**config.mk**
```make
export PLATFORM = sky130hd
export DESIGN_NAME = uart_rx_monitor
export DESIGN_NICKNAME = d
export VERILOG_FILES = /design/src/rtl/uart_rx_monitor.sv
export SDC_FILE = /design/constraint.sdc
export NUM_CORES = 1
export LEC_CHECK = 0
export CORE_MARGIN = 10
export CORE_UTILIZATION = 60
export CTS_CLUSTER_DIAMETER = 120
export DETAILED_ROUTE_END_ITERATION = 8
export PLACE_DENSITY = 0.82
export SETUP_SLACK_MARGIN = 0.05
export SLEW_MARGIN = 10
export SYNTH_ARGS = -nofsm -noshare
export SYNTH_HDL_FRONTEND = slang
export SYNTH_SLANG_ARGS = --single-unit
```
**constraint.sdc**
```tcl
create_clock -name clk -period 3.4 [get_ports clk]
set_clock_uncertainty 0.2 [all_clocks]
set_input_delay 0.34 -clock clk [delete_from_list [all_inputs] [get_ports clk]]
set_output_delay 0.34 -clock clk [all_outputs]
set_load 0.03 [all_outputs]
```
**src/rtl/uart_rx_monitor.sv**
```systemverilog
// UART receiver (8N1, LSB first) with a first-word-fall-through byte FIFO.
// Define UART_RX_PARITY_EN to receive 8E1 frames and report parity errors.
module uart_rx_monitor #(
    parameter int CLKS_PER_BIT = 16,
    parameter int FIFO_DEPTH   = 4
) (
    input  logic       clk,
    input  logic       rst_n,
    input  logic       uart_rx_i,
    input  logic       rd_en_i,
    output logic [7:0] rd_data_o,
    output logic       empty_o,
    output logic       full_o,
    output logic       frame_err_o,
    output logic       overrun_o,
    output logic       parity_err_o
);
    localparam int CW = $clog2(CLKS_PER_BIT);
    localparam int AW = $clog2(FIFO_DEPTH);
    localparam logic [CW-1:0] CNT_HALF = CW'(CLKS_PER_BIT / 2 - 1);
    localparam logic [CW-1:0] CNT_LAST = CW'(CLKS_PER_BIT - 1);
    localparam logic [CW-1:0] CNT_ONE  = CW'(1);
    localparam logic [CW-1:0] CNT_ZERO = CW'(0);
    localparam logic [AW:0]   PTR_ONE  = (AW + 1)'(1);

    typedef enum logic [2:0] {
        ST_IDLE    = 3'd0,
        ST_START   = 3'd1,
        ST_DATA    = 3'd2,
        ST_PARITY  = 3'd3,
        ST_STOP    = 3'd4,
        ST_WAIT_HI = 3'd5
    } state_t;

    state_t        r_state, w_state_nxt;
    logic          r_sync1, r_sync2;
    logic [CW-1:0] r_cnt, w_cnt_nxt;
    logic [2:0]    r_idx, w_idx_nxt;
    logic [7:0]    r_shift, w_shift_nxt;
    logic          w_byte_ok, w_frame_err, w_par_err, w_par_bad;

    logic [7:0]    r_mem [FIFO_DEPTH];
    logic [AW:0]   r_wptr, r_rptr, w_wptr_nxt, w_rptr_nxt;
    logic [7:0]    r_rd_data, w_head_nxt;
    logic          r_empty, r_full, w_empty_nxt, w_full_nxt;
    logic          w_pop, w_push, w_overrun;
    logic          r_frame_err, r_overrun, r_parity_err;

`ifdef UART_RX_PARITY_EN
    logic r_par, w_par_nxt;

    function automatic logic f_even_parity(input logic [7:0] data);
        return ^data;
    endfunction

    assign w_par_bad = (r_par != f_even_parity(r_shift));
`else
    assign w_par_bad = 1'b0;
`endif

    // Two-flop synchronizer; the line idles high so reset to 1.
    always_ff @(posedge clk or negedge rst_n) begin
        if (!rst_n) begin
            r_sync1 <= 1'b1;
            r_sync2 <= 1'b1;
        end else begin
            r_sync1 <= uart_rx_i;
            r_sync2 <= r_sync1;
        end
    end

    // Receiver state and bit-timing registers.
    always_ff @(posedge clk or negedge rst_n) begin
        if (!rst_n) begin
            r_state <= ST_IDLE;
            r_cnt   <= CNT_ZERO;
            r_idx   <= 3'd0;
            r_shift <= 8'h00;
`ifdef UART_RX_PARITY_EN
            r_par   <= 1'b0;
`endif
        end else begin
            r_state <= w_state_nxt;
            r_cnt   <= w_cnt_nxt;
            r_idx   <= w_idx_nxt;
            r_shift <= w_shift_nxt;
`ifdef UART_RX_PARITY_EN
            r_par   <= w_par_nxt;
`endif
        end
    end

    // Next-state logic: sample mid-start-bit, then once per bit period.
    always_comb begin
        w_state_nxt = r_state;
        w_cnt_nxt   = r_cnt + CNT_ONE;
        w_idx_nxt   = r_idx;
        w_shift_nxt = r_shift;
        w_byte_ok   = 1'b0;
        w_frame_err = 1'b0;
        w_par_err   = 1'b0;
`ifdef UART_RX_PARITY_EN
        w_par_nxt   = r_par;
`endif
        case (r_state)
            ST_IDLE: begin
                w_cnt_nxt = CNT_ZERO;
                if (!r_sync2) begin
                    w_state_nxt = ST_START;
                end else begin
                    w_state_nxt = ST_IDLE;
                end
            end
            ST_START: begin
                if (r_cnt == CNT_HALF) begin
                    w_cnt_nxt   = CNT_ZERO;
                    w_idx_nxt   = 3'd0;
                    w_state_nxt = r_sync2 ? ST_IDLE : ST_DATA;
                end else begin
                    w_state_nxt = ST_START;
                end
            end
            ST_DATA: begin
                if (r_cnt == CNT_LAST) begin
                    w_cnt_nxt          = CNT_ZERO;
                    w_shift_nxt[r_idx] = r_sync2;
                    w_idx_nxt          = r_idx + 3'd1;
                    if (r_idx == 3'd7) begin
`ifdef UART_RX_PARITY_EN
                        w_state_nxt = ST_PARITY;
`else
                        w_state_nxt = ST_STOP;
`endif
                    end else begin
                        w_state_nxt = ST_DATA;
                    end
                end else begin
                    w_state_nxt = ST_DATA;
                end
            end
`ifdef UART_RX_PARITY_EN
            ST_PARITY: begin
                if (r_cnt == CNT_LAST) begin
                    w_cnt_nxt   = CNT_ZERO;
                    w_par_nxt   = r_sync2;
                    w_state_nxt = ST_STOP;
                end else begin
                    w_state_nxt = ST_PARITY;
                end
            end
`endif
            ST_STOP: begin
                if (r_cnt == CNT_LAST) begin
                    w_cnt_nxt = CNT_ZERO;
                    if (r_sync2) begin
                        w_state_nxt = ST_IDLE;
                        if (w_par_bad) begin
                            w_par_err = 1'b1;
                        end else begin
                            w_byte_ok = 1'b1;
                        end
                    end else begin
                        // Framing error wins over parity; wait out the break.
                        w_frame_err = 1'b1;
                        w_state_nxt = ST_WAIT_HI;
                    end
                end else begin
                    w_state_nxt = ST_STOP;
                end
            end
            ST_WAIT_HI: begin
                w_cnt_nxt = CNT_ZERO;
                if (r_sync2) begin
                    w_state_nxt = ST_IDLE;
                end else begin
                    w_state_nxt = ST_WAIT_HI;
                end
            end
            default: begin
                w_cnt_nxt   = CNT_ZERO;
                w_state_nxt = ST_IDLE;
            end
        endcase
    end

    // FIFO control; the head is precomputed so rd_data_o can be a flop.
    always_comb begin
        w_pop       = rd_en_i && !r_empty;
        w_push      = w_byte_ok && (!r_full || w_pop);
        w_overrun   = w_byte_ok && r_full && !w_pop;
        w_wptr_nxt  = w_push ? (r_wptr + PTR_ONE) : r_wptr;
        w_rptr_nxt  = w_pop ? (r_rptr + PTR_ONE) : r_rptr;
        w_empty_nxt = (w_wptr_nxt == w_rptr_nxt);
        w_full_nxt  = (w_wptr_nxt[AW] != w_rptr_nxt[AW]) &&
                      (w_wptr_nxt[AW-1:0] == w_rptr_nxt[AW-1:0]);
        if (w_empty_nxt) begin
            w_head_nxt = 8'h00;
        end else if (w_push && (r_wptr[AW-1:0] == w_rptr_nxt[AW-1:0])) begin
            w_head_nxt = r_shift;
        end else begin
            w_head_nxt = r_mem[w_rptr_nxt[AW-1:0]];
        end
    end

    // FIFO storage, pointers and registered status/head.
    always_ff @(posedge clk or negedge rst_n) begin
        if (!rst_n) begin
            for (int i = 0; i < FIFO_DEPTH; i++) begin
                r_mem[i] <= 8'h00;
            end
            r_wptr    <= '0;
            r_rptr    <= '0;
            r_rd_data <= 8'h00;
            r_empty   <= 1'b1;
            r_full    <= 1'b0;
        end else begin
            if (w_push) begin
                r_mem[r_wptr[AW-1:0]] <= r_shift;
            end
            r_wptr    <= w_wptr_nxt;
            r_rptr    <= w_rptr_nxt;
            r_rd_data <= w_head_nxt;
            r_empty   <= w_empty_nxt;
            r_full    <= w_full_nxt;
        end
    end

    // Single-cycle error pulses.
    always_ff @(posedge clk or negedge rst_n) begin
        if (!rst_n) begin
            r_frame_err  <= 1'b0;
            r_overrun    <= 1'b0;
            r_parity_err <= 1'b0;
        end else begin
            r_frame_err  <= w_frame_err;
            r_overrun    <= w_overrun;
            r_parity_err <= w_par_err;
        end
    end

    assign rd_data_o    = r_rd_data;
    assign empty_o      = r_empty;
    assign full_o       = r_full;
    assign frame_err_o  = r_frame_err;
    assign overrun_o    = r_overrun;
    assign parity_err_o = r_parity_err;

endmodule

```
==> out/metrics.csv <==
stage,metric,value,unit
sta,total negative setup slack,0,ns
clock_tree,Num CTS Buffers,9,
pwr,Clock power frac,23.6,%
sta,unrepaired setup endpoints after global routing,false,
final_layout,n_diodes,0,
global_routing,largest net degree at the start of global routing,71,
final_layout,share of layout cells above drive strength 1,20.90,%
clock_tree,"Reg clk slew, reported paths",0.07,ns
global_routing,initial antenna violation count,0,
floorplan,Starting Density,61.61,%
synth,post-synth top area cell,dfrtp_1,
pwr,pwr/cell area,711.3,nW/um^2
synth,Post-synth EDFFs,0,
sta,Tmin final,2.733,ns
clock_tree,Clk Tree Root Cell,clkbuf_8,
floorplan,core footprint,5886,sq um
synth,Mapped Cells,316,
worst_setup_path,Worst EP required,3.45,ns
worst_setup_path,Worst Setup Start Kind,input pin,
worst_setup_path,reg2reg path depth,7,
clock_tree,CTS H-tree lvls,3,
clock_tree,worst-skew pair later-pin latency,0.35,ns
synth,Mapped Area,3626,sq um
worst_setup_path,critical path class,in2reg,
worst_setup_path,endpoint class of the critical path,register,
synth,Synth top area share,46.24,%
global_routing,vias in the first global route,2493,
synth,post-synthesis sequential area ratio,48.41,%
pwr,Psw,1.083,mW
synth,Synth top cells by count,"67 x dfrtp_1, 40 x mux2_2, 25 x nand2_1, 19 x o21ai_0, 15 x a211oi_1",
final_layout,nets@finish,342,
global_routing,"Remaining Overflow, GRT",0,
placement,Place WS,0.4057,ns
routing,DRC violations left,0,
final_layout,area delta synth->final,11.73,%
sta,final worst-path cycle share,80.37,%
worst_setup_path,Critical Path AT,2.78,ns
sta,Final Setup Violations,0,
sta,Max Freq,366.0,MHz
floorplan,Die ar.,9553,sq um
placement,Post-DP HPWL,5084,microns
hold_path,Hold Crit Depth,0,
placement,Port Buffers,15,
synth,syn avg cell area,11.47,sq um
synth,top-count cell post-synth,dfrtp_1,
final_layout,fin cells,410,
floorplan,Ports,17,
clock_tree,"Gates resized, CTS repair",0,
global_routing,GRT Total Usage,16.16,%
routing,drt pass-1 iters,5,
global_routing,global-route wire length before repair,12730,microns
pwr,Net Sw Frac,37.57,%
floorplan,die width,97.74,microns
routing,WL final,7534,microns
sta,worst setup margin,0.6675,ns
synth,number of distinct library cells after synthesis,48,
synth,"flops & latches, synth",70,
routing,Via Count,2526,
clock_tree,clock tree buffer depth,2,
run,max cap viols,0,
final_layout,Finished Core Util,68.84,%
floorplan,Die Ht,97.74,microns
sta,"Hold Vio Cnt, Final",0,
routing,violation count after the first detailed-route iteration,143,
clock_tree,CTS tree,built,
synth,ranking of synthesized cells by area,"dfrtp_1 46%, mux2_2 12%, or4bb_1 4.3%",
placement,routability cong.,0.8759,
routing,Routed wire per std cell,18.38,microns
synth,Syn. warnings,0,
pwr,leakage,1.850,nW
worst_setup_path,CP max FO,16,
routing,post-route ant nets,0,
outcome,outcome,finished clean,
sta,"Slew Viols, Final",0,
pwr,Pint,1.799,mW
placement,Inst Count DP,393,
synth,Most used DFF post-synth,dfrtp_1,
clock_tree,Sink Count,70,
pwr,peak supply drop,0.0004771,V
pwr,Reg power frac,38.4,%
synth,Async SR Flop Fraction,100.0,%
floorplan,floorplan row count,28,
routing,Avg Vias per Cell,6.161,
synth,syn_nets,328,
hold_path,worst hold path class,reg2reg,
pwr,Comb power frac,38.0,%
## cell families after synthesis
kind of cell	after synthesis	share of synthesized area, %
adders and majority gates	8	2.761
xor gates and xnor gates	9	2.967
buffers and inverters	26	3.209
muxes	42	13.08
AOI/OAI and AO/OA	64	12.73
and+or+nand+nor	96	16.74
other	1	0.1034
DFF	70	48.41
## power by group through the flow
| stage | clock network, mW | registers [mW] | logic (mW) |
|---|---|---|---|
| global route | 0.722 | 1.13 | 1.19 |
| floorplan | 0 | 1.13 | 0.738 |
| detailed placement | 0 | 1.12 | 1.06 |
| CTS | 0.691 | 1.10 | 1.09 |
| global placement | 0 | 1.11 | 1.02 |
| finish | 0.681 | 1.11 | 1.09 |
## layout make-up
class,count,area (sq um)
Fill cell,426,1834
Sequential cell,70,1755
Multi-Input combinational cell,220,1754
Timing Repair Buffer,24,227.7
Clock buffer,13,158.9
Tap cell,75,93.84
Clock inverter,3,42.54
Inverter,5,18.77
## layout by cell type (no fill, tap or decap), types with 3 or more instances in the layout
master           synthesis  final
a211o_1                  8      8
a211oi_1                15     15
a21oi_1                  4      4
a22o_1                   3      3
a22oi_1                  8      8
and2_1                   4      4
and3_1                   5      5
buf_4                    1      7
clkbuf_8                 0     11
clkdlybuf4s50_1          0     14
dfrtp_1                 67     67
dfstp_2                  3      3
ha_1                     8      8
inv_1                    4      4
mux2_2                  40     40
nand2_1                 25     25
nand2b_1                 6      6
nand3_1                 11     11
nor2_1                  10     10
nor2b_1                  3      3
nor3b_1                  6      6
o21ai_0                 19     19
or4bb_1                 14     14
xnor2_1                  5      5
## flip-flops by register name, indices dropped and copies added, names as in the netlist
| signal | count |
|---|---|
| r_mem | 32 |
| r_shift | 8 |
| rd_data_o | 8 |
| r_cnt | 4 |
| r_idx | 3 |
| r_rptr | 3 |
| r_state | 3 |
| r_wptr | 3 |
| empty_o | 1 |
| frame_err_o | 1 |
| full_o | 1 |
| overrun_o | 1 |
| r_sync1 | 1 |
| r_sync2 | 1 |
## worst paths after layout
check                                   from                      to  slack, ns
max                                  rd_en_i  rd_data_o[6]$_DFF_PN0_       0.67
min                        r_sync1$_DFF_PN1_       r_sync2$_DFF_PN1_       0.16
max reg2reg                empty_o$_DFF_PN1_  rd_data_o[6]$_DFF_PN0_       0.77
min reg2reg                r_sync1$_DFF_PN1_       r_sync2$_DFF_PN1_       0.16
max in group asynchronous              rst_n       r_sync2$_DFF_PN1_       2.33
min in group asynchronous              rst_n     r_wptr[2]$_DFF_PN0_       0.33
## routing by layer
layer	GRT usage [%]	vias to the layer above	part of all wire, %
li1	-	1187	-
met1	20.51	1253	44
met2	25.55	71	48
met3	4.651	15	6.2
met4	6.152	0	1.9
met5	0	-	0
## worst max-delay path, cell delays in order
cell and delay [ns]:
clkdlybuf4s50_1 0.75, and2b_1 0.28, o2111a_1 0.36, nand2_1 0.17, xor3_1 0.55, a22oi_1 0.31
## through the flow
step | instance area, sq um | power, mW | hold WS, ns
after floorplan | 3626 | 1.871 | -0.1556
after global placement | 3840 | 2.132 | 0.1463
after detailed placement | 3840 | 2.177 | 0.1503
after CTS | 4051 | 2.880 | 0.1628
after global routing | 4051 | 3.045 | 0.1571
final | 4051 | 2.882 | 0.1586
## timing repair
| action | CTS | global route |
|---|---|---|
| hold buffers | 1 | 0 |
| setup buffers | 0 | 0 |
| hold endpoints to repair | 67 | 0 |
(Power assumes the default switching activity.)
